===== src/rtl/spi_slave.sv =====
// SPI mode-0 slave endpoint.
// SCLK, CS and MOSI are oversampled on clk through synchronizer chains.
// Each byte from the master is shifted in MSB first. A preloaded response
// byte is shifted out on MISO at the same time. done pulses for one cycle
// each time a complete byte lands in slaveDataReceived.
module spi_slave #(
  parameter int DATA_WIDTH  = 8,
  parameter int SYNC_STAGES = 2
) (
  input  logic                  clk,
  input  logic                  reset,
  input  logic                  SCLK,
  input  logic                  CS,
  input  logic                  MOSI,
  output logic                  MISO,
  input  logic                  load,
  input  logic [DATA_WIDTH-1:0] slaveDataToSend,
  output logic [DATA_WIDTH-1:0] slaveDataReceived,
  output logic                  done,
  output logic                  busy
);

  localparam int CNT_W = (DATA_WIDTH > 2) ? $clog2(DATA_WIDTH) : 1;
  localparam logic [CNT_W-1:0] LAST_BIT = CNT_W'(DATA_WIDTH - 1);

  typedef enum logic {IDLE, ACTIVE} state_t;

  state_t                  state;
  logic [SYNC_STAGES-1:0]  sclkSync;
  logic [SYNC_STAGES-1:0]  csSync;
  logic [SYNC_STAGES-1:0]  mosiSync;
  logic                    sclkPrev;
  logic                    csPrev;
  logic [DATA_WIDTH-1:0]   txBuf;
  logic [DATA_WIDTH-1:0]   shiftTx;
  logic [DATA_WIDTH-2:0]   shiftRx;
  logic [CNT_W-1:0]        bitCnt;

  logic                    sclkS;
  logic                    csS;
  logic                    mosiS;
  logic                    sclkRise;
  logic                    sclkFall;
  logic                    csFall;
  logic [DATA_WIDTH-1:0]   txNext;
  logic [DATA_WIDTH-1:0]   rxFull;

  assign sclkS    = sclkSync[SYNC_STAGES-1];
  assign csS      = csSync[SYNC_STAGES-1];
  assign mosiS    = mosiSync[SYNC_STAGES-1];
  assign sclkRise = sclkS & ~sclkPrev;
  assign sclkFall = ~sclkS & sclkPrev;
  assign csFall   = ~csS & csPrev;

  // A load arriving in the same cycle as a reload wins over the stored buffer.
  assign txNext = load ? slaveDataToSend : txBuf;

  // Complete byte: the bits already collected plus the bit arriving now.
  assign rxFull = {shiftRx, mosiS};

  // Synchronizer chains and previous-sample registers for edge detection.
  always_ff @(posedge clk or posedge reset) begin
    if (reset) begin
      sclkSync <= '0;
      mosiSync <= '0;
      csSync   <= '1;
      sclkPrev <= 1'b0;
      csPrev   <= 1'b1;
    end else begin
      sclkSync <= {sclkSync[SYNC_STAGES-2:0], SCLK};
      mosiSync <= {mosiSync[SYNC_STAGES-2:0], MOSI};
      csSync   <= {csSync[SYNC_STAGES-2:0], CS};
      sclkPrev <= sclkS;
      csPrev   <= csS;
    end
  end

  // Response buffer; a load is accepted in any state.
  always_ff @(posedge clk or posedge reset) begin
    if (reset) begin
      txBuf <= '0;
    end else if (load) begin
      txBuf <= slaveDataToSend;
    end
  end

  // Transfer state machine with registered MISO, busy, done and received byte.
  always_ff @(posedge clk or posedge reset) begin
    if (reset) begin
      state             <= IDLE;
      MISO              <= 1'b0;
      busy              <= 1'b0;
      done              <= 1'b0;
      slaveDataReceived <= '0;
      shiftTx           <= '0;
      shiftRx           <= '0;
      bitCnt            <= '0;
    end else begin
      done <= 1'b0;
      case (state)
        IDLE: begin
          busy <= 1'b0;
          MISO <= 1'b0;
          if (csFall) begin
            shiftTx <= txNext;
            MISO    <= txNext[DATA_WIDTH-1];
            bitCnt  <= '0;
            busy    <= 1'b1;
            state   <= ACTIVE;
          end
        end
        ACTIVE: begin
          if (csS) begin
            // Deselect always wins; a partial byte is simply dropped.
            state  <= IDLE;
            busy   <= 1'b0;
            MISO   <= 1'b0;
            bitCnt <= '0;
          end else begin
            busy <= 1'b1;
            if (sclkRise) begin
              shiftRx <= rxFull[DATA_WIDTH-2:0];
              if (bitCnt == LAST_BIT) begin
                slaveDataReceived <= rxFull;
                done              <= 1'b1;
                bitCnt            <= '0;
                // Reload for a back-to-back byte; MISO follows on the next fall.
                shiftTx           <= txNext;
              end else begin
                bitCnt <= bitCnt + CNT_W'(1);
              end
            end else if (sclkFall) begin
              if (bitCnt != '0) begin
                shiftTx <= {shiftTx[DATA_WIDTH-2:0], 1'b0};
                MISO    <= shiftTx[DATA_WIDTH-2];
              end else begin
                MISO <= shiftTx[DATA_WIDTH-1];
              end
            end
          end
        end
        default: begin
          state <= IDLE;
          busy  <= 1'b0;
          MISO  <= 1'b0;
        end
      endcase
    end
  end

endmodule


===== config.mk =====
export PLATFORM = sky130hd
export DESIGN_NAME = spi_slave
export DESIGN_NICKNAME = d
export VERILOG_FILES = /design/src/rtl/spi_slave.sv
export SDC_FILE = /design/constraint.sdc
export NUM_CORES = 1
export LEC_CHECK = 0
export ABC_AREA = 0
export CELL_PAD_IN_SITES_DETAIL_PLACEMENT = 1
export CELL_PAD_IN_SITES_GLOBAL_PLACEMENT = 1
export CORE_ASPECT_RATIO = 1.4
export CORE_MARGIN = 2
export CORE_UTILIZATION = 48
export CTS_CLUSTER_DIAMETER = 200
export DETAILED_ROUTE_END_ITERATION = 6
export PLACE_DENSITY = 0.9
export SLEW_MARGIN = 0
export SYNTH_ARGS = -nofsm -noshare
export SYNTH_HDL_FRONTEND = slang
export SYNTH_SLANG_ARGS = --single-unit

===== constraint.sdc =====
create_clock -name clk -period 2.8 [get_ports clk]
set_clock_uncertainty 0.15 [all_clocks]
set_input_delay 0.56 -clock clk [delete_from_list [all_inputs] [get_ports clk]]
set_output_delay 0.56 -clock clk [all_outputs]
set_load 0.05 [all_outputs]

==> results by group <==
Status
  • Status: completed

Synthesis
  • Post-Syn Nets: 140
  • Top post-synthesis cells by area: dfrtp_1 57%, mux2_2 22%, dfstp_2 4.3%
  • Syn Inst Count: 123
  • Post-synth top area share: 56.8%
  • Register area share after synthesis: 61.1%
  • Synthesized flop and latch total: 45
  • Ys Warns: 0
  • Synthesized area: 1850 sq um
  • Unique cell type count in the Yosys netlist: 27
  • Area leader, netlist: dfrtp_1
  • Syn_area_per_cell: 15.0 sq um
  • Post-synth EDFFs: 0
  • Main synth FF type: dfrtp_1
  • Async S/R FF share, synth: 100%

CTS
  • Post-CTS setup buffer count: 0
  • Worst-Skew Late Latency: 300 ps
  • Worst-path clk slew: 80 ps
  • Sink Count: 45
  • Hold-fix buffers, CTS: 0
  • CTS Buf Count: 5
  • TritonCTS clock tree: done
  • CTS Buffer Depth: 2
  • Root buffer cell: clkbuf_8
  • CTS H-tree lvls: 2
  • Resize count post-CTS: 0

Pwr
  • Pwr/cell area: 641 nW/um^2
  • Peak supply drop: 0.000392 V
  • LEAKAGE: 1.05 nW

Drt
  • DR WL/cell: 16.5 um
  • Vias after detailed routing: 1051
  • DR iter-0 viols: 14
  • DRC Markers: 0
  • DR vias/cell: 5.36
  • DR pass1 iterations: 2
  • Routed wire length: 3230 um
  • Antenna Violating Nets Remaining: 0

Place
  • Dpl cells: 188
  • Post-DP HPWL: 2390 um
  • GPL Wtd Cong: 0.705
  • Port buffer count: 24

Setup path
  • Crit Path Max Fanout: 7
  • Worst reg2reg path depth: 6
  • Crit Reg-Reg Startpoint: bitCnt[0]
  • Stages on the worst setup path: 1
  • CP startpoint: state
  • Crit Path Category: register to output pin
  • Reg2Reg Setup Slack: 680 ps
  • CP max-delay cell: clkdlybuf4s50_1
  • Worst path required time: 2090 ps
  • Critical path's largest stage delay: 870 ps
  • Critical Path Source Type: register
  • Worst setup endpoint: busy
  • Crit end category: output pin
  • Crit path max-delay family: buffers and inverters
  • RR Endpoint: shiftTx[7]
  • Worst Path Arrival: 1680 ps
  • Crit-path cells: clkdlybuf4s50_1
  • WP buf/inv: 1

Floorplanning
  • Horiz. Die Dim: 56.5 um
  • Die height: 77.4 um
  • Ports: 25
  • Die area: 4370 sq um
  • Core area: 3680 sq um
  • Initial Util: 50.3%
  • Row count: 26

STA
  • Setup TNS: 0 ps
  • Period minus WS final: 2390 ps
  • Final Hold Fails: 0
  • Fmax: 419 MHz
  • Unrepaired setup endpoints after global routing: no
  • Slew @ Worst Pin: 850 ps
  • WHS: 208 ps
  • Slew margin rel.: 43.0%
  • Final Max Tran Viols: 0
  • Final period util: 85.2%
  • Final setup fails: 0

Global routing
  • First-pass GRT wire length: 5780 um
  • Largest net degree at the start of global routing: 24
  • Antenna violations before repair: 0
  • Congestion Overflow GR: 0
  • Gr usage total: 17.6%
  • Vias in the first global route: 1190

Layout
  • Share of cells above drive strength 1: 35.7%
  • Layout Nets: 170
  • P&R area growth vs syn: 22.5%
  • Most frequent cells in the layout: 42 x dfrtp_1, 36 x mux2_2, 24 x clkdlybuf4s50_1, 6 x clkbuf_8
  • Non-filler instance count after layout: 196
  • Most common cell after layout, fill and taps aside: dfrtp_1
  • ANT cells: 0
  • Fillers: 371

Hold path
  • Hold Path Class: register to register
  • Hold Path Depth: 0

Job
  • Max-Cap Viols: 0
how the worst min path moves through the flow:
stage,start,endpoint,slack [ps]
3_3_place_gp,mosiSync[0],mosiSync[1],180
6_report,sclkSync[0],sclkSync[1],210
4_1_cts,csSync[0],csSync[1],210
5_1_grt,csSync[0],csSync[1],220
3_5_place_dp,sclkSync[0],sclkSync[1],200
2_1_floorplan,mosiSync[0],mosiSync[1],180
per-stage QoR:
stage	utilization (%)	power [mW]	setup slack [ps]	cell area, sq um
after floorplan	-	0.899	876	1850
after global placement	58.4	0.945	389	2150
after detailed placement	58.4	0.961	340	2150
after CTS	61.6	1.47	397	2270
after global routing	61.6	1.52	363	2270
final	61.6	1.45	415	2270
flip-flops by register name, summed over array words and instances, names as in the netlist:
name	count
shiftTx	8
slaveDataReceived	8
txBuf	8
shiftRx	7
bitCnt	3
csSync	2
mosiSync	2
sclkSync	2
MISO	1
csPrev	1
done	1
sclkPrev	1
state	1
where the power goes:
part	leakage (nW)	internal, mW	total, mW	switching (mW)
logic	0.426	0.102	0.177	0.0750
registers	0.566	0.725	0.768	0.0426
clock network	0.0574	0.290	0.507	0.217
synthesized netlist by cell type (2+ instances only):
cell type / count
dfrtp_1: 42
mux2_2: 36
inv_1: 6
mux2i_1: 5
nand2_1: 4
dfstp_2: 3
ha_1: 3
o21ai_0: 3
nand2b_1: 2
nand3_1: 2
cell type report:
type | count | area (sq um) | area share, %
multi-input combinational | 69 | 677 | 29.9
tap | 42 | 52.6 | 2.32
sequential | 45 | 1130 | 49.9
inverter | 7 | 26.3 | 1.16
clock buffer | 6 | 82.6 | 3.64
clock inverter | 2 | 37.5 | 1.66
timing repair buffer | 25 | 260 | 11.5
kinds of logic (layout without fill, tap and decap cells):
family | count (synthesis) | in the layout | synth area share, %
muxes | 42 | 42 | 25.2
buffers and inverters | 9 | 40 | 2.30
and+or+nand+nor | 16 | 16 | 5.82
AOI/OAI and AO/OA | 8 | 8 | 3.52
DFF | 45 | 45 | 61.1
adders and majority gates | 3 | 3 | 2.03
routing by layer:
metal  share of wire [%]  vias to the layer above  wire length, um  GRT usage [%]
met5                   0                        -                0              0
met4                 1.9                        0               61           8.57
met3                 3.0                        6               97           3.83
met2                  57                       20             1840           30.7
met1                  38                      544             1230           19.9
li1                    -                      481                -              -
Note: power is estimated with default switching activity, not from simulation.
